--- src/rtl/digit_pkg.sv ---
// Shared constants and slot helpers for the multiplexed seven-segment scanner.
package digit_pkg;

  localparam logic [7:0] SEG_BLANK   = 8'hFF;
  localparam logic [7:0] SEG_ZERO    = 8'h81;
  localparam logic [7:0] SEG_MARK_LO = 8'h01;
  localparam logic [7:0] SEG_MARK_HI = 8'hFE;
  localparam logic [3:0] AN_OFF      = 4'hF;

  typedef logic [1:0] slot_idx_t;

  localparam slot_idx_t SLOT_D1 = 2'd0;
  localparam slot_idx_t SLOT_D2 = 2'd1;
  localparam slot_idx_t SLOT_D3 = 2'd2;
  localparam slot_idx_t SLOT_D4 = 2'd3;

  // Active-low enable for a slot: slot 0 drives the leftmost digit on an[3].
  function automatic logic [3:0] an_for_slot(slot_idx_t idx);
    case (idx)
      SLOT_D1: return 4'b0111;
      SLOT_D2: return 4'b1011;
      SLOT_D3: return 4'b1101;
      default: return 4'b1110;
    endcase
  endfunction

endpackage

--- src/rtl/scan_prescaler.sv ---
// Slot timebase for digit_scan: cycle counter within a slot plus the 2-bit slot index.
module scan_prescaler
  import digit_pkg::*;
#(
  parameter int PRESCALE = 50000,
  parameter int DEAD     = 16
) (
  input  logic      clk,
  input  logic      rst,
  output slot_idx_t idx,
  output logic      slot_end,
  output logic      frame_end,
  output logic      in_dead
);

  localparam int CNT_W = (PRESCALE > 1) ? $clog2(PRESCALE) : 1;
  localparam logic [CNT_W-1:0] CNT_LAST = CNT_W'(PRESCALE - 1);
  localparam logic [CNT_W-1:0] CNT_DEAD = CNT_W'(DEAD);

  logic [CNT_W-1:0] cnt;

  assign slot_end  = (cnt == CNT_LAST);
  assign frame_end = slot_end && (idx == SLOT_D4);
  assign in_dead   = (cnt < CNT_DEAD);

  always_ff @(posedge clk or posedge rst) begin
    if (rst) begin
      cnt <= '0;
      idx <= SLOT_D1;
    end else if (slot_end) begin
      cnt <= '0;
      idx <= idx + 2'd1;
    end else begin
      cnt <= cnt + CNT_W'(1);
    end
  end

endmodule

--- src/rtl/digit_scan.sv ---
// Four-digit multiplexed seven-segment scanner with per-frame snapshot and dead-time blanking.
// Define CURSOR_BLINK_EN to blink the rightmost digit every BLINK_DIV frames.
module digit_scan
  import digit_pkg::*;
#(
  parameter int PRESCALE  = 50000,
  parameter int DEAD      = 16,
  parameter int BLINK_DIV = 8
) (
  input  logic       clknew,
  input  logic       rst,
  input  logic [7:0] d1,
  input  logic [7:0] d2,
  input  logic [7:0] d3,
  input  logic [7:0] d4,
  output logic [7:0] seg,
  output logic [3:0] an,
  output logic       frame
);

  slot_idx_t  idx_p0;
  logic       slot_end_p0;
  logic       frame_end_p0;
  logic       in_dead_p0;
  logic [7:0] s1, s2, s3, s4;
  logic       primed;
  logic       cursor_hide;
  logic [7:0] seg_p0;
  logic [3:0] an_p0;

  scan_prescaler #(
    .PRESCALE(PRESCALE),
    .DEAD    (DEAD)
  ) u_prescaler (
    .clk      (clknew),
    .rst      (rst),
    .idx      (idx_p0),
    .slot_end (slot_end_p0),
    .frame_end(frame_end_p0),
    .in_dead  (in_dead_p0)
  );

  // Snapshot: codes are frozen on the last cycle of the last slot so a frame never tears.
  // primed keeps the digit enables off until the first real snapshot exists.
  always_ff @(posedge clknew or posedge rst) begin
    if (rst) begin
      s1     <= SEG_BLANK;
      s2     <= SEG_BLANK;
      s3     <= SEG_BLANK;
      s4     <= SEG_BLANK;
      primed <= 1'b0;
    end else if (slot_end_p0 && (idx_p0 == SLOT_D4)) begin
      s1     <= d1;
      s2     <= d2;
      s3     <= d3;
      s4     <= d4;
      primed <= 1'b1;
    end
  end

`ifdef CURSOR_BLINK_EN
  localparam int BLINK_W = (BLINK_DIV > 1) ? $clog2(BLINK_DIV) : 1;
  localparam logic [BLINK_W-1:0] BLINK_LAST = BLINK_W'(BLINK_DIV - 1);

  logic [BLINK_W-1:0] blink_cnt;
  logic               blink_on;

  always_ff @(posedge clknew or posedge rst) begin
    if (rst) begin
      blink_cnt <= '0;
      blink_on  <= 1'b1;
    end else if (frame_end_p0) begin
      if (blink_cnt == BLINK_LAST) begin
        blink_cnt <= '0;
        blink_on  <= ~blink_on;
      end else begin
        blink_cnt <= blink_cnt + BLINK_W'(1);
      end
    end
  end

  assign cursor_hide = ~blink_on;
`else
  // BLINK_DIV is always positive, so the cursor is never hidden without blink logic.
  assign cursor_hide = (BLINK_DIV < 0);
`endif

  always_comb begin
    seg_p0 = SEG_BLANK;
    an_p0  = AN_OFF;
    if (primed && !in_dead_p0) begin
      an_p0 = an_for_slot(idx_p0);
      case (idx_p0)
        SLOT_D1: seg_p0 = s1;
        SLOT_D2: seg_p0 = s2;
        SLOT_D3: seg_p0 = s3;
        default: seg_p0 = cursor_hide ? SEG_BLANK : s4;
      endcase
    end
  end

  // Output stage: one cycle behind the slot state.
  always_ff @(posedge clknew or posedge rst) begin
    if (rst) begin
      seg   <= SEG_BLANK;
      an    <= AN_OFF;
      frame <= 1'b0;
    end else begin
      seg   <= seg_p0;
      an    <= an_p0;
      frame <= frame_end_p0;
    end
  end

endmodule

--- config.mk ---
export PLATFORM = sky130hd
export DESIGN_NAME = digit_scan
export DESIGN_NICKNAME = d
export VERILOG_FILES = /design/src/rtl/digit_pkg.sv /design/src/rtl/scan_prescaler.sv /design/src/rtl/digit_scan.sv
export SDC_FILE = /design/constraint.sdc
export NUM_CORES = 1
export LEC_CHECK = 0
export BUFFER_PORTS_ARGS = -buffer_cell sky130_fd_sc_hd__buf_2
export CORE_ASPECT_RATIO = 1.75
export CORE_UTILIZATION = 35
export CTS_BUF_LIST = sky130_fd_sc_hd__clkbuf_16
export DETAILED_ROUTE_END_ITERATION = 7
export PLACE_DENSITY_LB_ADDON = 0.2
export SLEW_MARGIN = 20
export SYNTH_ARGS = -nofsm -noshare
export SYNTH_HDL_FRONTEND = slang
export SYNTH_SLANG_ARGS = --single-unit
export TNS_END_PERCENT = 100
--- constraint.sdc ---
create_clock -name clknew -period 3.8 [get_ports clknew]
set_input_delay 0.19 -clock clknew [delete_from_list [all_inputs] [get_ports clknew]]
set_output_delay 0.19 -clock clknew [all_outputs]
set_load 0.01 [all_outputs]
== Word-level counts from Yosys, hierarchy flattened ==
Index checks and enable logic that the tools add are counted.

* Register bits: 64
* Bits in latches: 0
* Bits in writable memories: 0
* ROM bits: 0
* Word-level logic and storage cells: 26
* Memories: 0

* $add $sub $neg: 2
* $mul: 0
* Div/mod/pow operators: 0
* $lt $le $gt $ge: 1
* Equal/unequal tests: 4
* Shifts and indexed selects: 0
* Mux-type cells: 5
* Bitwise operators: 0
* Reductions and logical operators: 4

{| class="wikitable"
|+ Operator list
! operator !! count
|-
| $pmux W8 S3 || 1
|-
| $add A16 B1 Y16 const B || 1
|-
| $eq A16 B16 Y1 const B || 1
|-
| $lt A16 B5 Y1 const B || 1
|-
| $mux W16 || 1
|-
| $pmux W4 S3 || 1
|-
| $mux W8 || 1
|-
| $eq A2 B2 Y1 const B || 2
|-
| $mux W4 || 1
|-
| $add A2 B1 Y2 const B || 1
|-
| $eq A2 B1 Y1 const B || 1
|-
| $logic_and A1 B1 Y1 || 2
|-
| $logic_not A2 Y1 || 1
|-
| $logic_not A1 Y1 || 1
|}

== Logic depth before layout (Yosys ltp) ==
* Word-level depth: 4
* Gate-level depth with buffers: 7

== Cells and area by module ==
A second synthesis with hierarchy kept.

* Cells, all modules: 196
* Area total of the unflattened synthesis: 2865.2 um2

{| class="wikitable"
|+ By module, submodules not included
! module !! instances !! cells an instance !! area an instance (um2) !! sequential area each (um2)
|-
| digit_scan || 1 || 117 || 2006.9 || 1206.2
|-
| scan_prescaler || 1 || 79 || 858.3 || 450.4
|}

== Worst setup path before layout ==
No wires, ideal clock.

* Path kind: register to register
* Start: reg u_prescaler.cnt[12]
* End: reg s1[0]
* Arrival: 1.870 ns
* Required time: 3.718 ns
* Path slack: 1.848 ns
* Stages on the path, launching flop included: 7
* Buffers on the path: 1
* Cell sequence: dfrtp_1 -> or4_4 -> nor4_4 -> nand3_2 -> clkinv_2 -> buf_12 -> mux2_4

* Longest elaborated chain between the ends: 2

{| class="wikitable"
|+ Ends and longest elaborated chain
! what !! RTL line !! RTL
|-
| start, declared || scan_prescaler.sv:20 || <nowiki>logic [CNT_W-1:0] cnt;</nowiki>
|-
| start signal, assigned || scan_prescaler.sv:34 || <nowiki>cnt <= cnt + CNT_W'(1);</nowiki>
|-
| $eq A16 B16 Y1 || scan_prescaler.sv:22 || <nowiki>assign slot_end = (cnt == CNT_LAST);</nowiki>
|-
| $logic_and A1 B1 Y1 || digit_scan.sv:52 || <nowiki>end else if (slot_end_p0 && (idx_p0 == SLOT_D4)) begin</nowiki>
|-
| end signal, assigned || digit_scan.sv:47 || <nowiki>s1 <= SEG_BLANK;</nowiki>
|-
| end signal, assigned || digit_scan.sv:53 || <nowiki>s1 <= d1;</nowiki>
|-
| end, declared || digit_scan.sv:25 || <nowiki>logic [7:0] s1, s2, s3, s4;</nowiki>
|}

No other way between the ends.
A chain may end at the register's enable or synchronous reset.

== Final worst setup path ==
* Start: reg u_prescaler.cnt[12]
* End: reg s4[0]

* Longest elaborated chain between the ends: 2

{| class="wikitable"
|+ Ends and longest elaborated chain
! what !! RTL line !! RTL
|-
| $eq A16 B16 Y1 || scan_prescaler.sv:22 ||
|-
| $logic_and A1 B1 Y1 || digit_scan.sv:52 ||
|-
| end signal, assigned || digit_scan.sv:50 || <nowiki>s4 <= SEG_BLANK;</nowiki>
|-
| end signal, assigned || digit_scan.sv:56 || <nowiki>s4 <= d4;</nowiki>
|-
| end, declared || digit_scan.sv:25 ||
|}

No other way between the ends.

==> flow_summary.yaml <==
status:
  status: "complete, but fails checks"
  violations: "DRC"
cells_and_area:
  area_delta_synth_final_pct: 18.6
  fillers: 746
  multiInputGateArea_mm2: 0.00112
  drive_gt1_share_pct: 53.9
  n_antenna_cell: 0
  final_nets: 304
  layout_common_cells: "buf_2, dfstp_2, mux2_4"
  final_common_cell: "buf_2"
  regArea_mm2: 0.00166
yosys:
  syn-num-nets: 255
  synth.mux.area_fraction_pct: 16.6
  syn-cell-area_mm2: 0.00289
  synthXorXnorAreaFrac_pct: 4.24
  synth_warnings: 0
  synth_cell_types: 29
  synthSimpleGateAreaFrac_pct: 10.5
  synth-seq-cells: 64
  syn_avg_cell_area_um2: 13.5
  synthAdderAreaFrac_pct: 2.60
  synth_top_family_by_area: "multiplexers"
  synth_compound_area_share_pct: 4.71
  synthCells: 215
  synth-seq-area-share_pct: 57.3
timing:
  final_hold_viol_count: 0
  min_period_ns: 2.46
  fin_crit_sh_pct: 64.8
  holdWs_ns: 0.0880
  setup_viol: 0
  rsz0062_at_grt: "no"
  tightestPinTransition_ns: 0.792
  skew_ns: 0.00631
  worst_slack_ns: 1.34
  maxSlewViolCount: 0
  slew_headroom_pct: 47.2
  fmax_mhz: 406
  fin_setup_tns_ns: 0
worst_setup_path:
  cp.arrival_ns: 2.71
  end_kind: "register"
  crit_required_ns: 4.05
  path_cells: "or4_4 > nor4_4 > nand3_2 > clkinv_2 > mux2_2"
  path_max_fanout: 33
  cp_slowest_cell: "clkinv_2"
  critPathKind: "register to register"
  slowest_delay_ns: 0.57
  start_kind: "register"
global_route:
  antenna_found_initial: 0
  grt_pass1_vias: 1818
  grt_max_degree: 65
  grt_pass1_wl_um: 9070
  grtUsageTotal_pct: 14.2
  grt-ovfl-total: 0
min_path:
  hold_class: "input port to register"
routing:
  antenna_left: 0
  dr.pass1.iters: 7
  via_count: 1770
  drcViolationCount: 10
  routed_wl_um: 5380
  wl_per_cell_um: 15.0
  drt_iter0_markers: 124
  viasPerCell: 4.93
place:
  routabilityCongestion: 0.774
  numPortBuffers: 46
  dp_hpwl_um: 3660
  place_ws_ns: 1.35
clock_network:
  cts_made_buffers: 9
  cts_root_buf: "clkbuf_16"
  post_cts_buffers: 0
  path_clk_slew_ns: 0.06
  htreeDepth: 3
  tritoncts: "yes"
  insertion_delay_ns: 0.33
  post_cts_resize_count: 0
  clock_path_buffers: 2
  cts_hold_buf: 0
  cts.sinks: 64
power:
  power_density_mw_per_mm2: 420
  leakagePower_nw: 1.49
  ir_drop_v: 0.000228
  total_power_mw: 1.44
floorplanning:
  die-area_mm2: 0.00865
  row_count: 43
  io_pins: 47
  die_height_um: 122
  die_w_um: 70.7
  coreArea_mm2: 0.00796
  start_util_pct: 36.3
flow_run:
  cap_violations: 0
==> registers in the layout, indices dropped and copies added (netlist names) <==
| register | cells |
|---|---|
| u_prescaler.cnt | 16 |
| s1 | 8 |
| s2 | 8 |
| s3 | 8 |
| s4 | 8 |
| seg | 8 |
| an | 4 |
| u_prescaler.idx | 2 |
| frame | 1 |
| primed | 1 |
==> kinds of logic after synthesis <==
kind of cell             Yosys count
adder cells (fa/ha/maj)            6
buffers and inverters             18
XOR/XNOR                          14
AO/OA/AOI/OAI                     19
flip-flops                        64
multiplexers                      33
AND/OR/NAND/NOR                   61
==> path summary, 6_finish.rpt <==
path / slack [ns] / cells after the start / endpoint / startpoint
max: 1.34 / 5 / s4[0] / u_prescaler.cnt[12]
min: 0.09 / 2 / s4[7] / d4[7]
max reg2reg: 1.34 / 5 / s4[0] / u_prescaler.cnt[12]
min reg2reg: 0.48 / 1 / primed / primed
max in group asynchronous: 3.19 / 3 / u_prescaler.cnt[8] / rst
min in group asynchronous: 0.10 / 3 / u_prescaler.cnt[3] / rst
==> stage by stage <==
stage	std cells	area (µm²)	utilization [%]
final	359	3430	43.1
after floorplan	215	2890	-
after detailed placement	343	3160	39.7
after CTS	359	3420	43.0
after global routing	359	3430	43.1
after global placement	343	3160	39.7
==> metal layers <==
layer	vias to the layer above	global-route usage (%)	wire length, µm
met1	879	16.0	2250
li1	852	-	-
met4	0	7.12	70
met5	-	0	0
met3	4	5.42	246
met2	35	23.3	2810
==> synth_stat cells <==
library cell	number	area (µm²)
clkinv_2	1	5.00
nor3_1	4	20.0
nand3_2	1	10.0
or2b_1	1	7.51
a31oi_1	1	6.26
buf_2	1	5.00
mux2_4	29	435
a222oi_1	8	80.1
ha_1	6	75.1
nand4_1	5	31.3
nor2_1	12	45.0
nor4_1	2	12.5
buf_12	3	60.1
nand3_1	7	35.0
and2_1	1	6.26
clkbuf_1	5	18.8
a21oi_1	1	5.00
or4_4	1	11.3
dfstp_2	44	1160
xor2_1	4	35.0
inv_1	8	30.0
nor2b_1	1	6.26
o21ai_0	9	45.0
nand2_1	24	90.1
dfrtp_1	20	500
mux2_2	4	45.0
xnor2_1	10	87.6
and3_1	1	6.26
nor4_4	1	21.3
==> critical path, delay by kind of cell, from the launching register on <==
kind	cells	cell delay, ns
simple gates	3	0.99
buf+inv	1	0.57
flops	1	0.41
mux	1	0.41
==> layout make-up <==
cell class                 instances  share of cell area (%)
clock buffer                       9                    6.57
clock inverter                     7                    1.13
inverter                           9                    1.02
multi-input combinational        133                    32.8
sequential                        64                    48.3
tap                               90                    3.28
timing repair buffer              47                    6.93
==> power by group <==
| group | total [mW] | leakage, nW | switching [mW] | internal, mW |
|---|---|---|---|---|
| clock | 0.722 | 0.128 | 0.289 | 0.433 |
| combinational | 0.0323 | 0.637 | 0.0191 | 0.0133 |
| sequential | 0.685 | 0.721 | 0 | 0.685 |
Note: power is estimated with default switching activity, not from simulation.
